File: src/rtl/msx_slot_master.sv
// MSX cartridge-slot bus master: turns single request/response transactions into
// timed mreq_n/sltsl_n/rd_n/wr_n cycles. It also caches the secondary-slot register at FFFF.
module msx_slot_master #(
    parameter int unsigned T_SETUP  = 2,
    parameter int unsigned T_STROBE = 4,
    parameter int unsigned TIMEOUT  = 255
) (
    input  logic        clk,
    input  logic        reset,
    input  logic        req_valid,
    output logic        req_ready,
    input  logic        req_wr,
    input  logic [15:0] req_addr,
    input  logic [7:0]  req_wdata,
    output logic        rsp_valid,
    output logic [7:0]  rsp_rdata,
    output logic        rsp_timeout,
    input  logic [3:0]  page_match,
    output logic [15:0] bus_addr,
    output logic [7:0]  bus_dout,
    output logic        bus_dout_oe,
    input  logic [7:0]  bus_din,
    output logic        mreq_n,
    output logic        sltsl_n,
    output logic        rd_n,
    output logic        wr_n,
    input  logic        wait_n,
    output logic [7:0]  ssl_shadow,
    output logic        ssl_err,
    input  logic        ssl_err_clr
);

    localparam int unsigned CW       = 8;
    localparam logic [15:0] SSL_ADDR = 16'hFFFF;

    typedef enum logic [2:0] {IDLE, SETUP, STROBE, WAITST, HOLD} state_t;

    state_t        state;
    logic [CW-1:0] cnt;
    logic          wr_q;
    logic          done_c;
    logic          abort_c;
    logic          ssl_hit_c;

    // Bus-cycle completion: normal end of strobe/wait, or wait timeout.
    always_comb begin
        done_c    = 1'b0;
        abort_c   = 1'b0;
        ssl_hit_c = (bus_addr == SSL_ADDR);
        if (state == STROBE && cnt == CW'(T_STROBE - 1) && wait_n) begin
            done_c = 1'b1;
        end
        if (state == WAITST) begin
            if (wait_n) begin
                done_c = 1'b1;
            end else if (cnt == CW'(TIMEOUT - 1)) begin
                abort_c = 1'b1;
            end
        end
    end

    always_ff @(posedge clk or posedge reset) begin
        if (reset) begin
            state       <= IDLE;
            cnt         <= '0;
            wr_q        <= 1'b0;
            req_ready   <= 1'b1;
            rsp_valid   <= 1'b0;
            rsp_rdata   <= 8'h00;
            rsp_timeout <= 1'b0;
            bus_addr    <= 16'h0000;
            bus_dout    <= 8'h00;
            bus_dout_oe <= 1'b0;
            mreq_n      <= 1'b1;
            sltsl_n     <= 1'b1;
            rd_n        <= 1'b1;
            wr_n        <= 1'b1;
            ssl_shadow  <= 8'h00;
            ssl_err     <= 1'b0;
        end else begin
            rsp_valid <= 1'b0;
            if (ssl_err_clr) begin
                ssl_err <= 1'b0;
            end
            case (state)
                IDLE: begin
                    if (req_valid) begin
                        bus_addr  <= req_addr;
                        wr_q      <= req_wr;
                        req_ready <= 1'b0;
                        cnt       <= '0;
                        if (req_wr) begin
                            bus_dout <= req_wdata;
                        end
                        if (page_match[req_addr[15:14]]) begin
                            state       <= SETUP;
                            mreq_n      <= 1'b0;
                            sltsl_n     <= 1'b0;
                            bus_dout_oe <= req_wr;
                        end else begin
                            state       <= HOLD;
                            rsp_valid   <= 1'b1;
                            rsp_rdata   <= 8'hFF;
                            rsp_timeout <= 1'b0;
                        end
                    end
                end
                SETUP: begin
                    if (cnt == CW'(T_SETUP - 1)) begin
                        state <= STROBE;
                        cnt   <= '0;
                        rd_n  <= wr_q;
                        wr_n  <= !wr_q;
                    end else begin
                        cnt <= cnt + CW'(1);
                    end
                end
                STROBE: begin
                    if (cnt == CW'(T_STROBE - 1)) begin
                        state <= WAITST;
                        cnt   <= '0;
                    end else begin
                        cnt <= cnt + CW'(1);
                    end
                end
                WAITST: begin
                    cnt <= cnt + CW'(1);
                end
                HOLD: begin
                    state       <= IDLE;
                    req_ready   <= 1'b1;
                    bus_dout_oe <= 1'b0;
                end
                default: begin
                    state <= IDLE;
                end
            endcase

            // Leaving the strobe phase overrides the per-state updates above.
            if (done_c || abort_c) begin
                state       <= HOLD;
                cnt         <= '0;
                mreq_n      <= 1'b1;
                sltsl_n     <= 1'b1;
                rd_n        <= 1'b1;
                wr_n        <= 1'b1;
                rsp_valid   <= 1'b1;
                rsp_timeout <= abort_c;
                rsp_rdata   <= abort_c ? 8'hFF : bus_din;
                if (done_c && ssl_hit_c) begin
                    if (wr_q) begin
                        ssl_shadow <= bus_dout;
                    end else if (bus_din != ~ssl_shadow) begin
                        ssl_err <= 1'b1;
                    end
                end
            end
        end
    end

endmodule

File: config.mk
export PLATFORM = sky130hd
export DESIGN_NAME = msx_slot_master
export DESIGN_NICKNAME = d
export VERILOG_FILES = /design/src/rtl/msx_slot_master.sv
export SDC_FILE = /design/constraint.sdc
export NUM_CORES = 1
export LEC_CHECK = 0
export ABC_AREA = 1
export CAP_MARGIN = 10
export CORE_ASPECT_RATIO = 1.75
export CORE_MARGIN = 2
export CORE_UTILIZATION = 51
export CTS_BUF_LIST = sky130_fd_sc_hd__clkbuf_16
export DETAILED_ROUTE_END_ITERATION = 10
export HOLD_SLACK_MARGIN = 0.02
export PLACE_DENSITY = 0.86
export SYNTH_ARGS = -nofsm -noshare
export SYNTH_HDL_FRONTEND = slang
export SYNTH_SLANG_ARGS = --single-unit
File: constraint.sdc
create_clock -name clk -period 5.31 [get_ports clk]
set_clock_uncertainty 0.2 [all_clocks]
set_input_delay 0.531 -clock clk [delete_from_list [all_inputs] [get_ports clk]]
set_output_delay 0.531 -clock clk [all_outputs]
set_load 0.01 [all_outputs]
==> results of run 1 <==
per-layer routing:
layer	part of all wire [%]	vias up	wire, um	GRT usage [%]
li1	-	1383	-	-
met4	3.0	0	234	10.18
met3	5.4	22	423	6.436
met2	56	117	4422	48.27
met5	0	-	0	0
met1	35	1299	2774	27.79
report_power, final:
part           switching [mW]  internal (mW)  total (mW)
sequential              0.146          0.627       0.774
clock                   0.188          0.307       0.495
combinational           0.416          0.399       0.815
sequential cells by signal (all words and copies together), names as in the netlist, 3 cells and up:
register    flops
bus_addr       16
bus_dout        8
cnt             8
rsp_rdata       8
ssl_shadow      8
state           3
cell usage after synthesis:
cell | number | area share [%]
nor2_1 | 53 | 6.7
nand3_1 | 17 | 2.9
nand2_1 | 150 | 19
nand2_2 | 3 | 0.63
nand3b_1 | 2 | 0.50
o21ai_1 | 2 | 0.34
inv_2 | 3 | 0.38
nor2_8 | 1 | 0.67
nand3_2 | 1 | 0.34
o22ai_1 | 2 | 0.42
ha_1 | 3 | 1.3
o2111ai_1 | 2 | 0.59
dfrtp_1 | 56 | 47
mux2_1 | 2 | 0.76
a21oi_1 | 1 | 0.17
o21ai_2 | 1 | 0.29
nand2_4 | 1 | 0.38
inv_1 | 26 | 3.3
o211ai_1 | 3 | 0.76
nor2_2 | 4 | 0.84
buf_4 | 1 | 0.25
xor2_1 | 5 | 1.5
buf_2 | 5 | 0.84
o21ai_0 | 10 | 1.7
dfstp_2 | 4 | 3.5
nand4_1 | 10 | 2.1
nand4_2 | 1 | 0.42
mux2_2 | 6 | 2.3
clkbuf_1 | 2 | 0.25
cells by family (layout without fill, tap and decap cells):
kind of cell    after synthesis  count (layout)
compound gates               21              21
fa+ha+maj                     3               3
simple gates                243             243
xor+xnor                      5               5
buf+inv                      37             136
mux                           8               8
flops                        60              60
worst max-delay path, stage by stage (launching register included):
cell,delay (ns)
dfrtp_1,0.43
inv_1,0.12
ha_1,0.22
nand2_1,0.06
nor2_1,0.06
nand2_1,0.07
nor2_1,0.04
a21oi_1,0.65
nand3_1,0.16
nand2_1,0.10
area by class of cell:
type | instances | area [um^2] | area share, %
Clock inverter | 7 | 33.78 | 0.8048
Multi-Input combinational cell | 280 | 1320 | 31.45
Sequential cell | 60 | 1506 | 35.89
Inverter | 29 | 108.9 | 2.593
Timing Repair Buffer | 91 | 908.4 | 21.64
Clock buffer | 9 | 225.2 | 5.365
Tap cell | 76 | 95.09 | 2.265
placed cells by master, fill, tap and decap left out, drive strengths merged, types with 6 or more instances in the layout:
cell type	instances
nand2	154
clkdlybuf4s50	90
clkbuf	9
inv	29
dfrtp	56
nand4	11
nor2	58
mux2	8
clkinv	6
o21ai	13
nand3	18
metrics by stage:
step           util (%)  power (mW)  worst slack (ns)
4_1_cts           75.16       2.093             3.163
2_1_floorplan         -       1.165             3.101
3_5_place_dp      70.52       1.583             2.969
6_report          75.16       2.083             3.135
3_3_place_gp      70.52       1.556             3.047
5_1_grt           75.16       2.213             2.826
worst max-delay path by stage:
stage | startpoint | endpoint | slack [ns] | cells past startpoint
after floorplan | reset | bus_addr[0] | 3.10 | 1
after global placement | wait_n | state[1] | 3.05 | 7
after detailed placement | wait_n | cnt[0] | 2.97 | 7
after CTS | cnt[0] | cnt[0] | 3.16 | 9
after global routing | cnt[0] | state[0] | 2.83 | 9
final | cnt[0] | cnt[0] | 3.14 | 9
==> summary.md, run 1 <==
| Metric | Value |
|---|---|
| Status | finished clean |
| Crit Path Max Fanout | 11 |
| Post-CTS Hold Fix Bufs | 0 |
| Hold slack | 0.2837 ns |
| Xor/xnor cell area share of the yosys netlist | 1.472% |
| Placed Cells | 536 |
| Final ANT Viol Nets | 0 |
| GRT overflow | 0 |
| Setup CP Type | reg2reg |
| CTS tree | built |
| Clk pin slew, worst setup/hold paths | 0.05 ns |
| Die area | 0.006485 mm^2 |
| Multiplexer share of the synthesized area | 3.028% |
| Crit path capture type | flop |
| Setup TNS Final | 0 ns |
| Number of cells upsized or downsized after cts | 0 |
| Via count | 2821 |
| Achievable Freq | 0.4598 GHz |
| Hpwl dp | 5.777 mm |
| Worst hold endpoint | req_ready |
| Row cnt | 36 |
| Largest net degree at the start of global routing | 61 |
| Diode count | 0 |
| Worst-margin pin slew | 0.8517 ns |
| Total wire length | 7.855 mm |
| Initial antenna violation count | 0 |
| Iter 0 DRT Violations | 170 |
| P&R area growth vs syn | 41.09% |
| Worst reg2reg path endpoint | cnt[0] |
| Netlist cell types | 29 |
| Synth warn | 0 |
| Tot GR Track Use | 26.70% |
| Clock Sink Count | 60 |
| Root buf cell | clkbuf_16 |
| DIE HEIGHT | 105.0 um |
| Placement Cell Area | 0.003939 mm^2 |
| Endpoints failing setup | 0 |
| # IOs | 91 |
| Non-filler cells, final | 552 |
| Cells on worst reg2reg path | 9 |
| Drt drc | 0 |
| Initial Utilization | 53.27% |
| Mean Syn Cell Area | 7.892 um^2 |
| Hold crit path type | reg2reg |
| Clk_lat worst skew | 0.32 ns |
| Synth Area in Compound Gates | 4.247% |
| Post-Synth Simple-Gate Area | 34.36% |
| Cells after Synth | 377 |
| Worst R2R Start | cnt[0] |
| Max cap viols | 0 |
| Crit path time final | 2.175 ns |
| Slew Viols, Final | 0 |
| Pwr Density | 496.2 mW/mm^2 |
| Core area | 0.005585 mm^2 |
| Die W | 61.74 um |
| DR pass1 iterations | 4 |
| Num CTS Buffers | 9 |
| Synth Area in Adders | 1.262% |
| Pleak | 2.023 nW |
| Hold path depth | 2 |
| Register bit total from synthesis | 60 |
| Critical path launch point type | flop |
| Routed len/inst | 14.23 um |
| RSZ-0062 raised after global routing | no |
| Max IR drop VDD | 0.0003885 V |
| First-pass GRT wire length | 12.97 mm |
| Final #Nets | 516 |
| Final RePlAce weighted congestion | 0.8900 |
| Share of cells above drive strength 1 | 8.403% |
| Fillers | 443 |
| Synthesized area | 0.002975 mm^2 |
| Finished layout cell area | 0.004198 mm^2 |
| Combinational family with the most area after synthesis | simple AND/OR/NAND/NOR gates |
| Data arrival, critical path | 2.23 ns |
| Hold path start | req_ready |
| Vias in the first global route | 2903 |
| Reg2Reg Setup Slack | 3.14 ns |
| Vias per inst | 5.111 |
| Htree depth | 3 |
| WP data required | 5.36 ns |
| Max-Slew Margin vs Limit | 43.22% |
| Synthesized Nets | 422 |
| Tcrit/Tclk final | 40.96% |
| Hold Fails Final Rpt | 0 |
| Clk buf depth | 2 |
| Post-CTS Setup Bufs | 0 |
| Sequential area share after synthesis | 50.63% |
| Port bufs | 90 |
(Power assumes the default switching activity.)
==> run 2, diff against run 1 <==
Settings changed: CORE_UTILIZATION 51 to 47, PLACE_DENSITY 0.86 to 0.8.
Clock period 5.31 ns to 2.3 ns, I/O delays scaled along.
==> run 2 against run 1 <==
Against the previous run:
- first-iteration DRC count is 2.4% lower
- core utilization down 5.4 points
- via count increased by 0.74%
- sequential cell count is the same
- critical endpoint is now ssl_shadow[0]
==> summary.md, run 2 (synthesis results as in run 1) <==
| Metric | Value |
|---|---|
| Diode count | 0 (unchanged) |
| Row cnt | 38 (+5.6%) |
| Reg2Reg Setup Slack | 0.24 ns (-2.89 ns) |
| Fillers | 483 (+9.0%) |
| Port bufs | 90 (unchanged) |
| Core Util, Final | 69.72% (-5.4 points) |
| Launch point of the worst path | cnt[1] |
| Achievable Freq | 0.4861 GHz (+5.7%) |
| Finished layout cell area | 0.004309 mm^2 (+2.7%) |
| Data arrival, critical path | 2.07 ns (-0.16 ns) |
| Core area | 0.006181 mm^2 (+11%) |
| Final #Nets | 517 (+0.19%) |
| First-pass GRT wire length | 12.52 mm (-3.5%) |
| Die area | 0.007008 mm^2 (+8.1%) |
| Worst reg2reg path endpoint | ssl_shadow[0] |
| Pleak | 2.077 nW (+2.7%) |
| Hold crit path type | in2async |
| Vias per inst | 5.102 (-0.16%) |
| Worst-margin pin slew | 0.5200 ns (-0.3317 ns) |
| Vias in the first global route | 2866 (-1.3%) |
| Routed len/inst | 13.78 um (-3.2%) |
| Most flop-heavy register | bus_addr |
| DR pass1 iterations | 4 (unchanged) |
| CTS tree | built |
| Commonest cells after routing, fill and taps aside | nand2_1 (150), clkdlybuf4s50_1 (90), dfrtp_1 (56) |
| CP peak stage delay | 0.44 ns (-0.21 ns) |
| Slew Viols, Final | 0 (unchanged) |
| Clk pin slew, worst setup/hold paths | 0.05 ns (about the same) |
| Pwr Density | 1200 mW/mm^2 (+140%) |
| GRT overflow | 0 (unchanged) |
| Num CTS Buffers | 9 (unchanged) |
| Critical Path End | ssl_shadow[0] |
| Setup TNS Final | 0 ns (unchanged) |
| Tot GR Track Use | 23.43% (-3.3 points) |
| Max cap viols | 0 (unchanged) |
| Endpoints failing setup | 0 (unchanged) |
| Drt drc | 0 (unchanged) |
| Via count | 2842 (+0.74%) |
| Initial antenna violation count | 0 (unchanged) |
| Clk buf depth | 2 (unchanged) |
| Max IR drop VDD | 0.0008008 V (+110%) |
| Status | finished clean |
| Most used cell, CP | nand2_1 |
| Crit Path Max Fanout | 8 (-3) |
| Clock Sink Count | 60 (unchanged) |
| Iter 0 DRT Violations | 166 (-2.4%) |
| Critical path launch point type | flop |
| Cells on worst reg2reg path | 6 (-3) |
| # IOs | 91 (unchanged) |
| Clk_lat worst skew | 0.32 ns (about the same) |
| Share of cells above drive strength 1 | 9.224% (+0.82 points) |
| Final ANT Viol Nets | 0 (unchanged) |
| Crit path time final | 2.057 ns (-0.1175 ns) |
| CP cell instances | ha_1 > nand2_1 > o21ai_2 > nand4_1 > nand2_1 > nand2_1 |
| Post-CTS Hold Fix Bufs | 0 (unchanged) |
| Placement Cell Area | 0.003964 mm^2 (+0.64%) |
| CP max-delay cell | dfrtp_1 |
| Hold Fails Final Rpt | 0 (unchanged) |
| Initial Utilization | 48.14% (-5.1 points) |
| P&R area growth vs syn | 44.83% |
| WP data required | 2.31 ns (-3.05 ns) |
| Hold slack | 0.08421 ns (-0.1995 ns) |
| Most common cell after layout, fill and taps aside | nand2_1 |
| DIE HEIGHT | 109.3 um (+4.0%) |
| Crit path capture type | flop |
| Worst R2R Start | cnt[1] |
| Max-Slew Margin vs Limit | 65.33% (+22 points) |
| Setup CP Type | reg2reg |
| Max FFs per register | 16 (unchanged) |
| Total wire length | 7.675 mm (-2.3%) |
| Largest net degree at the start of global routing | 61 (unchanged) |
| Tcrit/Tclk final | 89.45% (+48 points) |
| Htree depth | 3 (unchanged) |
| RSZ-0062 raised after global routing | no |
| Root buf cell | clkbuf_16 |
| Die W | 64.15 um (+3.9%) |
| Final RePlAce weighted congestion | 0.8854 (-0.52%) |
| Hpwl dp | 5.693 mm (-1.4%) |
-- run 2: what timing repair did --
item                       4_1_cts  5_1_grt
setup buffers                    0        0
setup endpoints to repair        0        2
resized for setup                0        1
-- run 2: routing by layer --
metal  routed length [um]  track usage, %
met5                    0               0
met4                  403           16.72
met3                  394           5.573
met1                 2717           23.16
met2                 4159           42.11
-- run 2: power by group --
group / internal [mW] / switching, mW / total, mW / leakage, nW
clock: 1.05 / 0.459 / 1.51 / 0.171
sequential: 1.45 / 0.341 / 1.79 / 0.737
combinational: 0.923 / 0.946 / 1.87 / 1.17
total: 3.42 / 1.75 / 5.17 / 2.08
-- run 2: worst min path at each step --
stage,to,depth (start not counted),from,slack [ns]
CTS,bus_dout[7],3,reset,0.1
finish,bus_dout[7],3,reset,0.08
global placement,req_ready,2,req_ready,0.25
floorplan,bus_addr[0],2,req_addr[0],0.15
global route,bus_dout[5],3,reset,0.13
detailed placement,req_ready,2,req_ready,0.26
-- run 2: stage by stage --
step | cells | power (mW) | setup WS (ns)
6_report | 557 | 5.171 | 0.2426
5_1_grt | 557 | 5.465 | 0.09413
4_1_cts | 557 | 5.193 | 0.1225
3_5_place_dp | 541 | 3.649 | 0.1747
3_3_place_gp | 541 | 3.594 | 0.2725
2_1_floorplan | 377 | 2.690 | 0.3919
-- run 2: area by class of cell --
class	count	area [um^2]	share of cell area (%)
multi-input combinational	280	1324	30.72
inverter	29	108.9	2.526
tap	80	100.1	2.323
timing repair buffer	92	928.4	21.54
clock inverter	7	116.4	2.700
clock buffer	9	225.2	5.226
sequential	60	1506	34.96
-- run 2: worst max-delay path: cells and delay by family (launching register included) --
family,cells,cell delay (ns)
and+or+nand+nor,4,0.75
DFF,1,0.44
adders and majority gates,1,0.33
AOI/OAI and AO/OA,1,0.23
